File: config.mk
export PLATFORM = sky130hd
export DESIGN_NAME = pipe_ctrl
export DESIGN_NICKNAME = d
export VERILOG_FILES = /design/src/rtl/pipe_ctrl_pkg.sv /design/src/rtl/hazard_unit.sv /design/src/rtl/pipe_ctrl.sv
export SDC_FILE = /design/constraint.sdc
export NUM_CORES = 1
export LEC_CHECK = 0
export CORE_AREA = 2 2 39 41
export DETAILED_ROUTE_END_ITERATION = 16
export DIE_AREA = 0 0 41 43
export DONT_BUFFER_PORTS = 1
export HOLD_SLACK_MARGIN = 0.12
export PLACE_DENSITY_LB_ADDON = 0.08
export SETUP_SLACK_MARGIN = 0.3
export SYNTH_ARGS = -nofsm -noshare
export SYNTH_HDL_FRONTEND = slang
export SYNTH_HIERARCHICAL = 1
export SYNTH_SLANG_ARGS = --single-unit
File: constraint.sdc
create_clock -name clk -period 4.6 [get_ports clk]
set_clock_uncertainty 0.05 [all_clocks]
set_input_delay 0.69 -clock clk [delete_from_list [all_inputs] [get_ports clk]]
set_output_delay 0.69 -clock clk [all_outputs]
set_load 0.02 [all_outputs]
File: src/rtl/pipe_ctrl_pkg.sv
// Shared types for the pipeline controller: FSM states and next-PC source encodings.
package pipe_ctrl_pkg;

    typedef enum logic [1:0] {
        RUN      = 2'd0,
        LD_STALL = 2'd1,
        TRAP     = 2'd2,
        MRET     = 2'd3
    } state_t;

    localparam logic [1:0] PC_PLUS4 = 2'd0;
    localparam logic [1:0] PC_BR    = 2'd1;
    localparam logic [1:0] PC_MTVEC = 2'd2;
    localparam logic [1:0] PC_MEPC  = 2'd3;

endpackage

File: src/rtl/hazard_unit.sv
// Combinational load-use detector: a load in MW whose destination feeds a source
// operand of the instruction in DE.
module hazard_unit (
    input  logic       valid_de,
    input  logic       valid_mw,
    input  logic       load_mw,
    input  logic [4:0] rd_mw,
    input  logic [4:0] rs1_de,
    input  logic [4:0] rs2_de,
    input  logic       rs1_used_de,
    input  logic       rs2_used_de,
    output logic       load_use
);

    logic [4:0] rs_de   [2];
    logic [1:0] rs_used;
    logic [1:0] rs_hit;

    assign rs_de[0]   = rs1_de;
    assign rs_de[1]   = rs2_de;
    assign rs_used    = {rs2_used_de, rs1_used_de};

    genvar gi;
    generate
        for (gi = 0; gi < 2; gi++) begin : g_src
            assign rs_hit[gi] = rs_used[gi] && (rs_de[gi] == rd_mw);
        end
    endgenerate

    // x0 is hard-wired zero, so a load into it never creates a dependency.
    assign load_use = valid_de && valid_mw && load_mw && (rd_mw != 5'd0) && (|rs_hit);

endmodule

File: src/rtl/pipe_ctrl.sv
// Pipeline control FSM: load-use stalls, timer-interrupt traps, mret and taken-branch
// redirection for a two-stage (DE/MW) pipeline.
module pipe_ctrl
    import pipe_ctrl_pkg::*;
(
    input  logic       clk,
    input  logic       rst,
    input  logic       timer_int,
    input  logic       mstatus_mie,
    input  logic       mie_mtie,
    input  logic       valid_de,
    input  logic       valid_mw,
    input  logic       br_taken_de,
    input  logic       mret_de,
    input  logic [4:0] rs1_de,
    input  logic [4:0] rs2_de,
    input  logic       rs1_used_de,
    input  logic       rs2_used_de,
    input  logic       load_mw,
    input  logic [4:0] rd_mw,
    output logic       stall_f,
    output logic       stall_de,
    output logic       flush_f,
    output logic       flush_de,
    output logic [1:0] pc_sel,
    output logic       trap_take,
    output logic       mret_take
);

    state_t state_reg;
    state_t state_next;
    logic   load_use;
    logic   irq_pend;

    hazard_unit u_hazard (
        .valid_de    (valid_de),
        .valid_mw    (valid_mw),
        .load_mw     (load_mw),
        .rd_mw       (rd_mw),
        .rs1_de      (rs1_de),
        .rs2_de      (rs2_de),
        .rs1_used_de (rs1_used_de),
        .rs2_used_de (rs2_used_de),
        .load_use    (load_use)
    );

    assign irq_pend = timer_int && mie_mtie && mstatus_mie;

    always_ff @(posedge clk or posedge rst) begin
        if (rst) begin
            state_reg <= RUN;
        end else begin
            state_reg <= state_next;
        end
    end

    always_comb begin
        state_next = state_reg;
        stall_f    = 1'b0;
        stall_de   = 1'b0;
        flush_f    = 1'b0;
        flush_de   = 1'b0;
        pc_sel     = PC_PLUS4;
        trap_take  = 1'b0;
        mret_take  = 1'b0;

        unique case (state_reg)
            RUN: begin
                if (load_use) begin
                    stall_f    = 1'b1;
                    stall_de   = 1'b1;
                    flush_de   = 1'b1;
                    state_next = LD_STALL;
                end else if (irq_pend && valid_de) begin
                    trap_take  = 1'b1;
                    flush_f    = 1'b1;
                    flush_de   = 1'b1;
                    pc_sel     = PC_MTVEC;
                    state_next = TRAP;
                end else if (mret_de && valid_de) begin
                    mret_take  = 1'b1;
                    flush_f    = 1'b1;
                    pc_sel     = PC_MEPC;
                    state_next = MRET;
                end else if (br_taken_de && valid_de) begin
                    flush_f = 1'b1;
                    pc_sel  = PC_BR;
                end
            end
            LD_STALL: begin
                // The held DE instruction now executes with forwarded data; a dependent
                // branch resolves here. mret has no source operands so it never stalls.
                state_next = RUN;
                if (br_taken_de && valid_de) begin
                    flush_f = 1'b1;
                    pc_sel  = PC_BR;
                end
            end
            TRAP: state_next = RUN;
            MRET: state_next = RUN;
            default: state_next = RUN;
        endcase

        // Reset forces every output low immediately so no half-finished pulse escapes.
        if (rst) begin
            state_next = RUN;
            stall_f    = 1'b0;
            stall_de   = 1'b0;
            flush_f    = 1'b0;
            flush_de   = 1'b0;
            pc_sel     = PC_PLUS4;
            trap_take  = 1'b0;
            mret_take  = 1'b0;
        end
    end

endmodule

### After elaboration in Yosys (flattened, before gate mapping)

Index checks and enable logic that the tools add are counted.

| cells by class | value |
|---|---|
| equality and inequality tests | 6 |
| multiplexer cells | 32 |
| reductions and logical operators | 15 |

Operator list:

| cell | number |
|---|---|
| $mux 1 | 21 |
| $mux 2 | 8 |
| $logic_and 1x1->1 | 11 |
| $eq 5x5->1 | 2 |
| $pmux 2 s2 | 2 |
| $ne 5x5->1 const B | 1 |
| $reduce_bool 5->1 | 1 |
| $eq 2x2->1 const B | 2 |
| $reduce_or 3->1 | 1 |
| $eq 2x1->1 const B | 1 |
| $logic_not 2->1 | 1 |
| $pmux 1 s2 | 1 |
| $reduce_or 2->1 | 1 |

| word-level totals | value |
|---|---|
| flip-flop bits (word level) | 2 |
| input port bits | 27 |
| output and inout port bits | 8 |
| logic and storage cells | 54 |

### Logic depth before layout (Yosys ltp)

| depth | value |
|---|---|
| depth after elaboration | 7 |
| mapped depth | 8 |
| gate-level depth less buffers | 7 |

### By module

Netlist, hierarchy kept.

By module, submodules not included:

| module | instances | cells an instance | area an instance (um^2) | seq. area each (um^2) |
|---|---|---|---|---|
| pipe_ctrl | 1 | 24 | 187.7 | 50.0 |
| hazard_unit | 1 | 17 | 131.4 | 0.0 |

### Least setup slack after synthesis

OpenSTA, ideal clock, no wires.

| timing path | value |
|---|---|
| path kind | input-to-output |
| start | in rd_mw[1] |
| end | out pc_sel[0] |
| arrival | 2.533 ns |
| required time | 3.860 ns |
| setup slack | 1.327 ns |
| stages | 6 |
| buffers on the path | 1 |
| cell sequence | or4_1 o2111ai_1 a21oi_1 or4_1 buf_2 o31ai_2 |

| between the ends | value |
|---|---|
| word-level cells in the longest chain between the ends | 7 |
| elaborated cells between the ends (all ways) | 11 |

Ends and longest elaborated chain:

| element | line | source |
|---|---|---|
| start, declared | pipe_ctrl.sv:20 | `input logic [4:0] rd_mw,` |
| $eq 5x5->1 | hazard_unit.sv:26 | `assign rs_hit[gi] = rs_used[gi] && (rs_de[gi] == rd_mw);` |
| $logic_and 1x1->1 | hazard_unit.sv:26 |  |
| $reduce_or 2->1 | hazard_unit.sv:31 | `assign load_use = valid_de && valid_mw && load_mw && (rd_mw != 5'd0) && (\|rs_hit);` |
| $logic_and 1x1->1 * | hazard_unit.sv:31 |  |
| net load_use | pipe_ctrl.sv:32 | `logic load_use;` |
| $mux 2 * | pipe_ctrl.sv:69 | `if (load_use) begin` |
| $pmux 2 s2 * | pipe_ctrl.sv:67 | `unique case (state_reg)` |
| $mux 2 * | pipe_ctrl.sv:105 | `if (rst) begin` |
| end, declared | pipe_ctrl.sv:25 | `output logic [1:0] pc_sel,` |

Mark *: on every way through the listed nets, which the timed path passes. The rest lies on a longest branch.

### Worst setup path after layout

Ends and elaborated chain as after synthesis.

==> flow_summary.yaml <==
synth:
  synth_cell_types: 23
  synth_async_sr_flop_share: 1.000
  synth_top_cell_area_share: 0.2196
  synthDominantAreaCellType: "xor2_1"
  synthTopCellsByCount: "xor2_1 (8), a21oi_1 (3)"
  synthMostInstantiatedCell: "xor2_1"
  synth.top_cells.by_area: "xor2_1 (22%), dfrtp_1 (16%), xnor2_1 (5.5%)"
  number_of_enable_flip_flop_cells_after_synthesis: 0
  netlist_instances: 41
  net_count_after_synthesis: 68
  postSynthAreaPerCell_sq_um: 7.782
  syn-cell-area_sq_um: 319.1
  synth_seq_area_share: 0.1569
  postSynth.topFlopCell: "dfrtp_1"
  synth-warning-count: 6
  synth_seq_cells: 2
final_layout:
  insertedDiodeCount: 0
  layout_cell_share_with_drive_strength_beyond_1: 0.1429
  largest_register_ffs: 2
  final_core_utilization: 0.2523
  final_net_count: 71
  post_synthesis_to_final_layout_area_growth_pct: 9.412
  finalNonFillerCells: 58
  fillers: 156
floorplan:
  die_h_um: 43
  core_region_area_sq_mm: 0.001384
  die-area_sq_mm: 0.001763
  pin_count: 35
  die_w_um: 41
  initial_util: 0.2306
  rows: 14
routing:
  wl_per_cell_um: 15.38
  routed_wirelength_um: 892
  vias_per_cell: 5.466
  route.detailed.drc: 0
  vias: 317
  drtAntennaViolNets: 0
  drt_pass1_iterations: 2
  drtIter0Drc: 1
worst_setup_path:
  data_required_critical_path_ns: 3.86
  worst_ep_arrival_time_ns: 2.62
  timing_worst_setup_path_type: "primary input to output port"
  type_of_element_launching_the_critical_path: "primary input"
  endpoint_kind: "output port"
  critical_path_peak_fanout: 6
power_and_ir_drop:
  p_per_area_mw_per_mm2: 220.1
  peak_supply_drop_uv: 59.22
  static_power_due_to_leakage_uw: 0.0001377
sta:
  rsz0062_at_grt: "no"
  final-setup-viol-count: 0
  maxSlewViolCount: 0
  hold_violations: 0
  setup_tns_ns: 0
  timing.final.crit_period_ns: 3.358
  slew_headroom: 0.6870
  worstMarginPinSlew_ns: 0.4667
  final_hold_slack_ns: 0.1574
  fin_crit_sh: 0.7300
  postLayoutSetupSlackWorst_ns: 1.242
  fmax_mhz: 297.8
clocking:
  clkLatencyLatePin_ns: 0.22
  max-clock-path-buffers: 2
  clock_tree.root_cell: "clkbuf_4"
  cts_repair_resize_count: 0
  tritoncts: "done"
  cts_hold_fix_bufs: 0
  inserted_clock_buffers: 3
  post-cts-setup-buffer-count: 0
  clock_tree.htree_level_count: 1
  worst_setup_hold_path_clk_slew_ns: 0.03
  clkSinkCount: 2
placement:
  estimated_wirelength_of_the_detail_placed_design_um: 802.1
  numPortBuffers: 0
  gpl.final_weighted_congestion: 0.7010
  placement.setup.worst_slack_ns: 1.239
  dpl.cell_count: 55
run:
  max-cap-violations: 0
min_path:
  timing.hold.worst.class: "primary input to asynchronous set/reset pin"
global_routing:
  grt_max_degree: 7
  antenna_found_initial: 0
  first_global_vias: 318
  grt_util_overall: 0.1101
  grt_pass1_wl_um: 1317
  grt_overflow: 0
status:
  run_status: "completed"
==> area by class of cell <==
class                      count  area, sq um  share of cell area
multi-input combinational     36        252.7              0.7240
clock buffer                   3        22.52             0.06452
tap                           16        20.02             0.05735
inverter                       1        3.754             0.01075
sequential                     2        50.05              0.1434
==> per-stage QoR <==
step	cell area, sq um	total power (uW)
2_1_floorplan	319.1	37.11
3_3_place_gp	326.6	38.45
3_5_place_dp	326.6	38.99
4_1_cts	349.1	79.43
5_1_grt	349.1	83.44
6_report	349.1	76.82
==> worst max-delay path, stage by stage <==
cell	delay (ns)
or4_1	0.51
o2111ai_1	0.18
a21oi_1	0.09
or4_1	0.63
o31ai_2	0.51
==> final timing paths <==
path                       cells after the start    startpoint            to  slack, ns
min in group clk                               2  state_reg[1]  state_reg[0]       0.53
max                                            5      rd_mw[1]     pc_sel[0]       1.24
max in group asynchronous                      1           rst  state_reg[1]       4.23
min                                            1           rst  state_reg[0]       0.16
min reg2reg                                    2  state_reg[1]  state_reg[0]       0.53
max reg2reg                                    2  state_reg[1]  state_reg[1]       3.24
==> cells by family after synthesis <==
| kind of cell | synth area share |
|---|---|
| simple gates | 0.2941 |
| flops | 0.1569 |
| compound gates | 0.2235 |
| xor+xnor | 0.2745 |
| buf+inv | 0.05096 |
==> power by group <==
group / internal, uW / total (uW) / switching (uW)
combinational: 8.57 / 19.6 / 11.1
clock: 28.7 / 38.0 / 9.28
sequential: 18.6 / 19.2 / 0.635
==> placed cells by master (no fill, tap or decap), drive strengths merged, types with 2 or more instances in the layout <==
master  n
xor2    8
a21oi   3
clkbuf  3
nand4   2
nand2   2
or4     2
nor2    2
o21a    2
dfrtp   2
nor4    2
xnor2   2
nand3   2
==> layer usage <==
layer | vias to the layer above | routed length [um] | track usage
met5 | - | 0 | 0
met4 | 0 | 15 | 0.07333
met3 | 2 | 69 | 0.05236
met2 | 14 | 477 | 0.1438
met1 | 147 | 329 | 0.1369
li1 | 154 | - | -
Power figures use the tool's default switching activity.
